## src/rtl/pulse_gap_pacer_pkg.sv

```systemverilog
// pulse_gap_pacer shared types and helpers.
// State encodings, gap counter sizing and MIN_GAP legality.
package pulse_gap_pacer_pkg;

   typedef enum logic [1:0] {
      IDLE = 2'd0,
      EMIT = 2'd1,
      GAP  = 2'd2
   } state_t;

   localparam int DEF_CNT_W   = 4;
   localparam int DEF_MIN_GAP = 4;

   // MIN_GAP-2 is the largest value loaded, so $clog2(MIN_GAP) bits suffice.
   function automatic int gap_w(input int min_gap);
      return (min_gap < 2) ? 1 : $clog2(min_gap);
   endfunction

   // A one-cycle EMIT plus at least one GAP cycle needs MIN_GAP >= 2.
   function automatic bit min_gap_ok(input int min_gap);
      return min_gap >= 2;
   endfunction

endpackage

```

## src/rtl/sat_updown_cnt.sv

```systemverilog
// Saturating up/down counter with synchronous clear.
// ovf strobes when an increment is refused at full scale.
module sat_updown_cnt #(
   parameter int CNT_W = 4
) (
   input  logic             src_clk,
   input  logic             src_rstn,
   input  logic             clr,
   input  logic             inc,
   input  logic             dec,
   output logic [CNT_W-1:0] cnt,
   output logic             ovf
);

   logic full;
   logic empty;
   logic up;
   logic down;

   assign full  = &cnt;
   assign empty = ~|cnt;
   assign up    = inc & ~dec;
   assign down  = dec & ~inc;

   // Clear wins, so a clear also suppresses the drop strobe.
   assign ovf = up & full & ~clr;

   // Count register: simultaneous inc and dec cancel out.
   always_ff @(posedge src_clk or negedge src_rstn) begin
      if (!src_rstn) begin
         cnt <= '0;
      end else if (clr) begin
         cnt <= '0;
      end else if (up && !full) begin
         cnt <= cnt + 1'b1;
      end else if (down && !empty) begin
         cnt <= cnt - 1'b1;
      end
   end

endmodule

```

## src/rtl/pulse_gap_pacer.sv

```systemverilog
// Paces queued event pulses at least MIN_GAP src_clk cycles apart.
// Optional ack handshake in GAP: define PULSE_GAP_PACER_ACK_EN.
module pulse_gap_pacer
   import pulse_gap_pacer_pkg::*;
#(
   parameter int CNT_W   = DEF_CNT_W,
   parameter int MIN_GAP = DEF_MIN_GAP
) (
   input  logic             src_clk,
   input  logic             src_rstn,
   input  logic             src_clr,
   input  logic             evt_i,
`ifdef PULSE_GAP_PACER_ACK_EN
   input  logic             ack_i,
`endif
   input  logic             ovf_clr,
   output logic             pulse_o,
   output logic [CNT_W-1:0] pending_o,
   output logic             busy_o,
   output logic             ovf_o
);

   localparam int GW = gap_w(MIN_GAP);
   localparam logic [GW-1:0] GAP_LOAD = GW'(MIN_GAP - 2);

   if (!min_gap_ok(MIN_GAP)) begin : g_min_gap_chk
      $error("pulse_gap_pacer: MIN_GAP must be at least 2");
   end

   state_t        state_q;
   state_t        state_d;
   logic [GW-1:0] gap_q;
   logic [GW-1:0] gap_d;
   logic          dec;
   logic          drop;
   logic          pend_nz;
   logic          gap_exit_ok;

   assign dec     = (state_q == EMIT);
   assign pend_nz = |pending_o;

   sat_updown_cnt #(
      .CNT_W (CNT_W)
   ) u_pend (
      .src_clk  (src_clk),
      .src_rstn (src_rstn),
      .clr      (src_clr),
      .inc      (evt_i),
      .dec      (dec),
      .cnt      (pending_o),
      .ovf      (drop)
   );

`ifdef PULSE_GAP_PACER_ACK_EN
   logic ack_seen_q;

   // Remember an ack that arrives before the gap timer expires.
   always_ff @(posedge src_clk or negedge src_rstn) begin
      if (!src_rstn) begin
         ack_seen_q <= 1'b0;
      end else if (src_clr) begin
         ack_seen_q <= 1'b0;
      end else if (state_q == EMIT) begin
         ack_seen_q <= 1'b0;
      end else if (state_q == GAP && ack_i) begin
         ack_seen_q <= 1'b1;
      end
   end

   assign gap_exit_ok = ack_seen_q | ack_i;
`else
   assign gap_exit_ok = 1'b1;
`endif

   // State and gap timer registers.
   always_ff @(posedge src_clk or negedge src_rstn) begin
      if (!src_rstn) begin
         state_q <= IDLE;
         gap_q   <= '0;
      end else begin
         state_q <= state_d;
         gap_q   <= gap_d;
      end
   end

   // Next state: EMIT is one cycle, GAP holds MIN_GAP-1 cycles.
   always_comb begin
      state_d = state_q;
      gap_d   = gap_q;
      unique case (state_q)
         IDLE: begin
            if (pend_nz) begin
               state_d = EMIT;
            end
         end
         EMIT: begin
            gap_d   = GAP_LOAD;
            state_d = GAP;
         end
         GAP: begin
            if (gap_q != '0) begin
               gap_d = gap_q - 1'b1;
            end else if (gap_exit_ok) begin
               state_d = pend_nz ? EMIT : IDLE;
            end
         end
         default: begin
            state_d = IDLE;
            gap_d   = '0;
         end
      endcase
      if (src_clr) begin
         state_d = IDLE;
         gap_d   = '0;
      end
   end

   // Sticky drop flag; a drop beats a same-cycle ovf_clr.
   always_ff @(posedge src_clk or negedge src_rstn) begin
      if (!src_rstn) begin
         ovf_o <= 1'b0;
      end else if (src_clr) begin
         ovf_o <= 1'b0;
      end else if (drop) begin
         ovf_o <= 1'b1;
      end else if (ovf_clr) begin
         ovf_o <= 1'b0;
      end
   end

   assign pulse_o = (state_q == EMIT);
   assign busy_o  = (state_q != IDLE) | pend_nz;

endmodule
```

## config.mk

```make
export PLATFORM = sky130hd
export DESIGN_NAME = pulse_gap_pacer
export DESIGN_NICKNAME = d
export VERILOG_FILES = /design/src/rtl/pulse_gap_pacer_pkg.sv /design/src/rtl/sat_updown_cnt.sv /design/src/rtl/pulse_gap_pacer.sv
export SDC_FILE = /design/constraint.sdc
export NUM_CORES = 1
export LEC_CHECK = 0
export ABC_AREA = 0
export BUFFER_PORTS_ARGS = -buffer_cell sky130_fd_sc_hd__buf_2
export CAP_MARGIN = 25
export CORE_MARGIN = 5
export CORE_UTILIZATION = 45
export CTS_CLUSTER_SIZE = 20
export DETAILED_ROUTE_END_ITERATION = 6
export PLACE_DENSITY = 0.64
export SLEW_MARGIN = 25
export SYNTH_ARGS = -nofsm -noshare
export SYNTH_HDL_FRONTEND = slang
export SYNTH_SLANG_ARGS = --single-unit
```

## constraint.sdc

```tcl
create_clock -name src_clk -period 5.35 [get_ports src_clk]
set_clock_uncertainty 0.1 [all_clocks]
set_input_delay 1.07 -clock src_clk [delete_from_list [all_inputs] [get_ports src_clk]]
set_output_delay 1.07 -clock src_clk [all_outputs]
set_load 0.01 [all_outputs]
```

# After elaboration in Yosys (flattened, before gate mapping)
# Index checks and enable logic that the tools add are counted.
totals:
  regBits: 9
  input_bits: 5
  output_inout_bits: 7
op_classes:
  n_addsub: 3
  n_eq_ne: 6
  n_mux: 14
  bitwise: 8
  reduce_logical: 12
op_table:
  columns: ["op", "n"]
  rows:
  - ["$mux W4", 3]
  - ["$pmux W2 S3", 2]
  - ["$mux W2", 5]
  - ["$ne A3 B3 Y1 const B", 3]
  - ["$reduce_bool A3 Y1", 2]
  - ["$add A4 B1 Y4 const B", 1]
  - ["$and A1 B1 Y1", 4]
  - ["$mux W1", 4]
  - ["$reduce_and A2 Y1", 2]
  - ["$reduce_and A4 Y1", 1]
  - ["$reduce_bool A2 Y1", 2]
  - ["$reduce_or A4 Y1", 1]
  - ["$sub A4 B1 Y4 const B", 1]
  - ["$not A1 Y1", 3]
  - ["$eq A2 B1 Y1 const B", 1]
  - ["$eq A2 B2 Y1 const B", 1]
  - ["$logic_and A1 B1 Y1", 2]
  - ["$logic_not A2 Y1", 1]
  - ["$ne A2 B2 Y1 const B", 1]
  - ["$sub A2 B1 Y2 const B", 1]
  - ["$logic_not A1 Y1", 1]
  - ["$or A1 B1 Y1", 1]

# Depth between registers and ports, before layout
# Gate-level depths: netlist of run 1.
logic_depth:
  ltp_word: 7
  ltp_mapped: 9

# Hierarchy
# A second synthesis of run 1 with hierarchy kept.
hier_totals:
  cells_unflattened: 75
  area_unflattened_um2: 700.7
by_module_without_submodules:
  columns: ["module", "instances", "cells_per_inst", "area_each_um2", "seq_area_each_um2"]
  rows:
  - ["pulse_gap_pacer", 1, 41, 374.1, 125.1]
  - ["sat_updown_cnt", 1, 34, 326.6, 100.1]

# Worst setup path before layout of run 1
# OpenSTA, ideal clock, no wires.
synth_timing:
  kind: "in2reg"
  from: "input port evt_i"
  to: "register u_pend.cnt[3]"
  setup_ns: 0.136
  arrival_time_ns: 2.459
  slack_ns: 2.655
  cell_stages: 7
  path_buffers: 0
  path_cell_list: "nand2b_1 or2_2 ha_1 a21oi_1 nand2_1 o311ai_0 a21oi_1"
synth_via:
  elab_chain_len: 4
  elab_cells_between_ends: 8
  cone_classes: "mux (2); bitwise (3); reduce/logical (3)"
synth_rtl:
  columns: ["element", "line", "source"]
  rows:
  - ["start, declared", "pulse_gap_pacer.sv:12", "input logic evt_i,"]
  - ["$and A1 B1 Y1 / $not A1 Y1 (equally long branches)", "sat_updown_cnt.sv:22, sat_updown_cnt.sv:23", null]
  - ["$logic_and A1 B1 Y1 / $and A1 B1 Y1 (equally long branches)", "sat_updown_cnt.sv:34, sat_updown_cnt.sv:23", null]
  - ["$mux W4 / $logic_and A1 B1 Y1 (equally long branches)", "sat_updown_cnt.sv:34, sat_updown_cnt.sv:36", null]
  - ["$mux W4 / $reduce_bool A3 Y1 (equally long branches)", null, null]
  - ["end signal, assigned", "sat_updown_cnt.sv:35", "cnt <= cnt + 1'b1;"]
  - ["end signal, assigned", "sat_updown_cnt.sv:37", "cnt <= cnt - 1'b1;"]
  - ["end, declared", "sat_updown_cnt.sv:11", "output logic [CNT_W-1:0] cnt,"]
# Several ways; a longest one is shown, not always the timed one.
# A chain may end at the register's enable or synchronous reset.

# Worst setup path in the final report of run 1
# Same ends and word-level chain as after synthesis.

==> results of run 1 <==
-- routing by layer --
metal | vias to the layer above | wire [um] | global-route usage
li1 | 284 | - | -
met2 | 8 | 528 | 0.163
met5 | - | 0 | 0
met1 | 253 | 646 | 0.152
met3 | 0 | 67 | 0.0520
met4 | 0 | 0 | 0.0179
-- worst register-to-register path: cells and delay by family, from the launching register on --
kind                     cells  cell delay [ns]
buffers and inverters        1             0.08
AND/OR/NAND/NOR              3             0.68
flip-flops                   1             0.39
AO/OA/AOI/OAI                3             0.65
adder cells (fa/ha/maj)      2             0.56
-- Yosys cell counts --
library cell	number	area, um2
or2_2	1	6.26
and3_1	1	6.26
fa_1	1	20.0
dfrtp_1	9	225
nor3b_1	1	7.51
nor4_4	1	21.3
buf_1	1	3.75
a211oi_2	1	12.5
ha_1	7	87.6
a32oi_1	1	8.76
inv_1	11	41.3
a2bb2oi_1	2	17.5
and4_2	1	10.0
nor4b_1	1	8.76
nand3_1	1	5.00
a211o_1	1	8.76
xnor2_1	2	17.5
mux2i_1	2	20.0
nand2b_1	2	12.5
a21oi_1	6	30.0
a31oi_1	1	6.26
nor2_1	10	37.5
o21ai_0	2	10.0
o311ai_0	1	8.76
o211ai_1	2	15.0
nand2_1	3	11.3
o22ai_4	1	20.0
-- worst paths after layout --
kind	from	to	depth (start not counted)
worst max-delay path	evt_i	u_pend.cnt[3]	8
worst min-delay path	ovf_o	ovf_o	2
worst max register to register	state_q[1]	u_pend.cnt[3]	9
worst min register to register	ovf_o	ovf_o	2
max in group asynchronous	src_rstn	u_pend.cnt[3]	1
min in group asynchronous	src_rstn	state_q[1]	1
-- logic make-up after synthesis --
kind of cell               after synthesis  share of synthesized area
muxes                                    2                     0.0295
AOI/OAI and AO/OA                       18                      0.203
adders and majority gates                8                      0.158
xor gates and xnor gates                 2                     0.0258
buffers and inverters                   12                     0.0663
and+or+nand+nor                         22                      0.186
DFF                                      9                      0.331
-- registers in the layout, indices dropped and copies added (netlist names) --
name and flops:
gap_q 2, ovf_o 1, state_q 2, u_pend.cnt 4
-- power by group through the flow --
stage	clock network [mW]	registers [mW]	logic, mW
after floorplan	0	0.121	0.189
after global placement	0	0.119	0.249
after detailed placement	0	0.120	0.249
after CTS	0.0534	0.119	0.252
after global routing	0.0601	0.123	0.278
final	0.0511	0.118	0.247
-- stage by stage --
| stage | cells | hold slack, ns | power (mW) | utilization |
|---|---|---|---|---|
| 6_report | 103 | 0.434 | 0.416 | 0.529 |
| 5_1_grt | 103 | 0.505 | 0.461 | 0.529 |
| 4_1_cts | 103 | 0.437 | 0.424 | 0.529 |
| 3_5_place_dp | 99 | 0.424 | 0.369 | 0.510 |
| 3_3_place_gp | 99 | 0.431 | 0.368 | 0.510 |
| 2_1_floorplan | 73 | 0.429 | 0.309 | - |
-- area by class of cell --
| class | instances | area [um2] | share of cell area |
|---|---|---|---|
| inverter | 11 | 41.3 | 0.0531 |
| multi-input combinational | 52 | 409 | 0.526 |
| tap | 16 | 20.0 | 0.0257 |
| clock inverter | 1 | 5.00 | 0.00643 |
| clock buffer | 3 | 22.5 | 0.0289 |
| sequential | 9 | 225 | 0.289 |
| timing repair buffer | 11 | 55.1 | 0.0707 |
==> impl_metrics.yaml, run 1 <==
min_path:
  min_path_type: "flop to flop"
synth:
  ys_seq_area_frac: 0.331
  ys_ff_latch: 9
  ys_types: 27
  syn_inst: 73
  synth_area_um2: 679
  synth_warnings: 0
  syn-num-nets: 86
  syn_area_per_cell_um2: 9.31
power_and_ir_drop:
  clkPwrFrac: 0.123
  power_density_mw_per_mm2: 535
  power.switching_uw: 187
  p_int_uw: 230
  ir_drop_mv: 0.296
  swShare: 0.448
  p_leak_nw: 0.371
  pwr-share-seq: 0.284
  p_comb_frac: 0.593
global_routing:
  first_global_vias: 516
  grt_use_total: 0.112
  grt_max_degree: 10
  globalRoute.totalOverflow: 0
  antenna_found_initial: 0
  grt_pass1_wl_um: 2170
critical_path:
  cp_common_cell: "a21oi_1"
  slowest_stage: "or2_2"
  cp_top_family: "compound AO/OA/AOI/OAI gates"
  crit_arrival_ns: 2.71
  endpoint_kind: "flop"
  worst_ep_required_time_ns: 5.38
  crit_path_cell_trace: "buf_2 -> nand2b_1 -> or2_2 -> ha_1 -> a21oi_1 -> nand2_1 -> o311ai_0 -> a21oi_1"
  path_class: "input pin to flop"
  critPathLaunchType: "input pin"
  path_buf_inv: 1
  rrSetupSlack_ns: 2.76
  cp_slowest_stage_delay_ns: 0.34
  cp_max_fo: 5
finish:
  final_cell_mix: "11 x inv_1, 11 x buf_2, 10 x nor2_1"
  drive_above_1_share: 0.230
  antenna-diode-count: 0
  area_delta_synth_final_pct: 14.5
  fill_cells: 151
  finalInstanceArea_um2: 778
  fin_nets: 101
clock_network:
  postCtsHoldBufs: 0
  cts_max_level: 1
  cts.sinks: 9
  cts_made_buffers: 3
  cts_root_buf: "clkbuf_4"
  cts.clk_slew.worst_paths_ns: 0.06
  cts_buffer_depth: 2
  cts_tree: "done"
  cts_resized: 0
  cts_setup_buffers: 0
  clock_latency_ns: 0.26
run:
  maxCapViolations: 0
placement:
  port_buffers: 11
  placed_area_um2: 751
  gp_congestion: 0.816
  dp_hpwl_um: 988
  place_worst_setup_slack_ns: 2.42
floorplanning:
  std_cell_rows: 14
  core_mm2: 0.00147
  die_y_um: 48.9
  ios: 12
  initial_core_util: 0.462
  die_area_mm2: 0.00239
  die_w_um: 48.9
drt:
  ant_nets: 0
  drt_pass1_iterations: 4
  routedWlPerCell_um: 12.1
  vias_per_cell: 5.29
  vias: 545
  initialDrtViolationCount: 12
  drc: 0
  routed_wl_um: 1240
sta:
  finalCritPeriodShare: 0.500
  finalSetupViolations: 0
  timing.slew.headroom: 0.687
  rsz0062_at_grt: "no"
  drv_slew: 0
  period_needed_ns: 2.68
  fmax_mhz: 373
  fin_setup_tns_ns: 0
  hold_viol_final: 0
  tightest_slew_ns: 0.467
  setup_ws_ns: 2.67
outcome:
  outcome: "finished clean"
Power figures use the tool's default switching activity.
==> run 2, diff against run 1 <==
--- a/config.mk
+++ b/config.mk
@@ -5,7 +5,7 @@
 export SDC_FILE = /design/constraint.sdc
 export NUM_CORES = 1
 export LEC_CHECK = 0
-export ABC_AREA = 0
+export ABC_AREA = 1
 export BUFFER_PORTS_ARGS = -buffer_cell sky130_fd_sc_hd__buf_2
 export CAP_MARGIN = 25
 export CORE_MARGIN = 5
==> constraint.sdc (replaced) <==
create_clock -name src_clk -period 2.8 [get_ports src_clk]
set_clock_uncertainty 0.1 [all_clocks]
set_input_delay 0.56 -clock src_clk [delete_from_list [all_inputs] [get_ports src_clk]]
set_output_delay 0.56 -clock src_clk [all_outputs]
set_load 0.01 [all_outputs]
==> run 2 against run 1 <==
Against the previous run:
- non-clock buffer count unchanged
- synthesized area did not move
- sequential share of layout area down 0.093 points
- die area unchanged
- utilization increased by 0.17 points
- largest power group unchanged
==> impl_metrics.yaml, run 2 <==
finish:
  final_common_cell: "nand2_1"
  regMostFlops: "u_pend.cnt"
  post-route-util: 0.531
  top_regs: "u_pend.cnt: 4 flops, gap_q: 2 flops, state_q: 2 flops"
  fin_nets: 119
  final_cell_mix: "17 x nand2_1, 13 x inv_1, 11 x buf_2"
  multi_input_area_um2: 390
  largest_reg_flops: 4
  area_delta_synth_final_pct: 14.9
  antenna-diode-count: 0
  fill_cells: 150
  drive_above_1_share: 0.248
  seq_area_um2: 225
synth:
  async_flop_share: 1.00
  synth_warnings: 0
  synth_area_leaders: "dfrtp_1 33%, ha_1 13%, nand2_1 9.4%, inv_1 7.2%, o21ai_1 5.9%"
  synth_edf_count: 0
  yosysTopAreaCellShare: 0.331
  synth_top_cell_by_area: "dfrtp_1"
  ys_types: 21
  synth_most_common_cell: "nand2_1"
  synth_flop_cell: "dfrtp_1"
  syn_inst: 90
  syn_area_per_cell_um2: 7.55
  synth_common_cells: "17 x nand2_1, 13 x inv_1, 9 x dfrtp_1"
  syn-num-nets: 103
  ys_ff_latch: 9
  synth_area_um2: 679
  ys_seq_area_frac: 0.331
clock_network:
  cts_buffer_depth: 2
  clock_latency_ns: 0.26
  cts_max_level: 1
  cts_made_buffers: 3
  cts_resized: 0
  cts.clk_slew.worst_paths_ns: 0.06
  cts_setup_buffers: 0
  postCtsHoldBufs: 0
  cts_root_buf: "clkbuf_4"
  cts.sinks: 9
  cts_tree: "done"
critical_path:
  worst_ep_required_time_ns: 2.85
  r2r-end: "u_pend.cnt[3]"
  rrSetupSlack_ns: 0.75
  endpoint_kind: "flop"
  path_class: "flop to flop"
  reg2regPathDepth: 11
  regToRegStartpoint: "state_q[1]"
  endpoint: "u_pend.cnt[3]"
  cp_max_fo: 6
  critPathLaunchType: "flop"
  crit_path_start: "state_q[1]"
  crit_arrival_ns: 2.10
drt:
  drt_pass1_iterations: 2
  routed_wl_um: 1310
  drc: 0
  initialDrtViolationCount: 1
  vias: 605
  ant_nets: 0
  vias_per_cell: 5.00
  routedWlPerCell_um: 10.9
power_and_ir_drop:
  pwr-share-seq: 0.291
  power.switching_uw: 368
  p_leak_nw: 0.414
  power_density_mw_per_mm2: 993
  p_int_uw: 407
  p_comb_frac: 0.581
  swShare: 0.475
  clkPwrFrac: 0.129
  ir_drop_mv: 0.408
floorplanning:
  die_w_um: 48.9
  initial_core_util: 0.462
  core_mm2: 0.00147
  std_cell_rows: 14
  die_area_mm2: 0.00239
  die_y_um: 48.9
  ios: 12
global_routing:
  grt_pass1_wl_um: 2300
  grt_use_total: 0.120
  grt_max_degree: 10
  first_global_vias: 554
  globalRoute.totalOverflow: 0
  antenna_found_initial: 0
placement:
  port_buffers: 11
  dp_hpwl_um: 1060
  gp_congestion: 0.794
min_path:
  min_path_type: "input pin to asynchronous set/reset pin"
sta:
  period_needed_ns: 2.05
  rsz0062_at_grt: "no"
  fmax_mhz: 487
  fin_setup_tns_ns: 0
  drv_slew: 0
  timing.slew.headroom: 0.862
  finalSetupViolations: 0
  tightest_slew_ns: 0.206
  hold_viol_final: 0
  finalCritPeriodShare: 0.734
outcome:
  outcome: "finished clean"
run:
  maxCapViolations: 0
[run 2: metal layers]
metal / vias to the layer above / GRT usage / share of wire
met5: - / 0 / 0
met4: 0 / 0.0269 / 0
met3: 0 / 0.0550 / 0.057
met2: 10 / 0.187 / 0.47
met1: 276 / 0.150 / 0.47
li1: 319 / - / -
[run 2: logic make-up after synthesis]
family / share of synthesized area
AOI/OAI and AO/OA: 0.134
xor gates and xnor gates: 0.0129
adders and majority gates: 0.158
buffers and inverters: 0.0939
DFF: 0.331
and+or+nand+nor: 0.269
[run 2: power groups by stage]
stage | Combinational (mW) | Sequential, mW | Clock (mW)
6_report | 0.450 | 0.226 | 0.0997
5_1_grt | 0.514 | 0.235 | 0.116
4_1_cts | 0.457 | 0.226 | 0.105
3_5_place_dp | 0.453 | 0.229 | 0
3_3_place_gp | 0.455 | 0.229 | 0
2_1_floorplan | 0.336 | 0.227 | 0
[run 2: area by class of cell]
class | instances | area share
well taps | 16 | 0.0256
multi-input cells | 64 | 0.500
inverters | 17 | 0.0817
repair buffers | 11 | 0.0705
flip-flops and latches | 9 | 0.288
clock buffers | 4 | 0.0337
[run 2: how the worst min path moves through the flow]
stage	to	slack, ns	cells past startpoint	start
final	state_q[1]	0.04	1	src_rstn
after global routing	ovf_o	0.03	1	src_rstn
after CTS	ovf_o	0.04	1	src_rstn
after detailed placement	ovf_o	0.32	1	src_rstn
after global placement	state_q[1]	0.33	1	src_rstn
after floorplan	gap_q[0]	0.16	0	src_rstn
[run 2: worst max-delay path: stages, from the launching register on]
cell and delay, ns:
dfrtp_1 0.39, inv_1 0.08, ha_1 0.24, nor2_2 0.18
nand2_2 0.13, ha_1 0.34, nand2_1 0.07, nand2_1 0.04
nor2_1 0.15, nand3_1 0.09, nand3_1 0.08, nand2_1 0.05
[run 2: per-stage QoR]
step / setup slack, ns / hold slack, ns / total power [mW] / cell area, um2 / cells
2_1_floorplan: 0.885 / 0.164 / 0.563 / 679 / 90
3_3_place_gp: 0.811 / 0.328 / 0.683 / 754 / 117
3_5_place_dp: 0.767 / 0.324 / 0.681 / 754 / 117
4_1_cts: 0.743 / 0.0399 / 0.788 / 781 / 121
5_1_grt: 0.526 / 0.0345 / 0.865 / 781 / 121
6_report: 0.745 / 0.0428 / 0.776 / 781 / 121
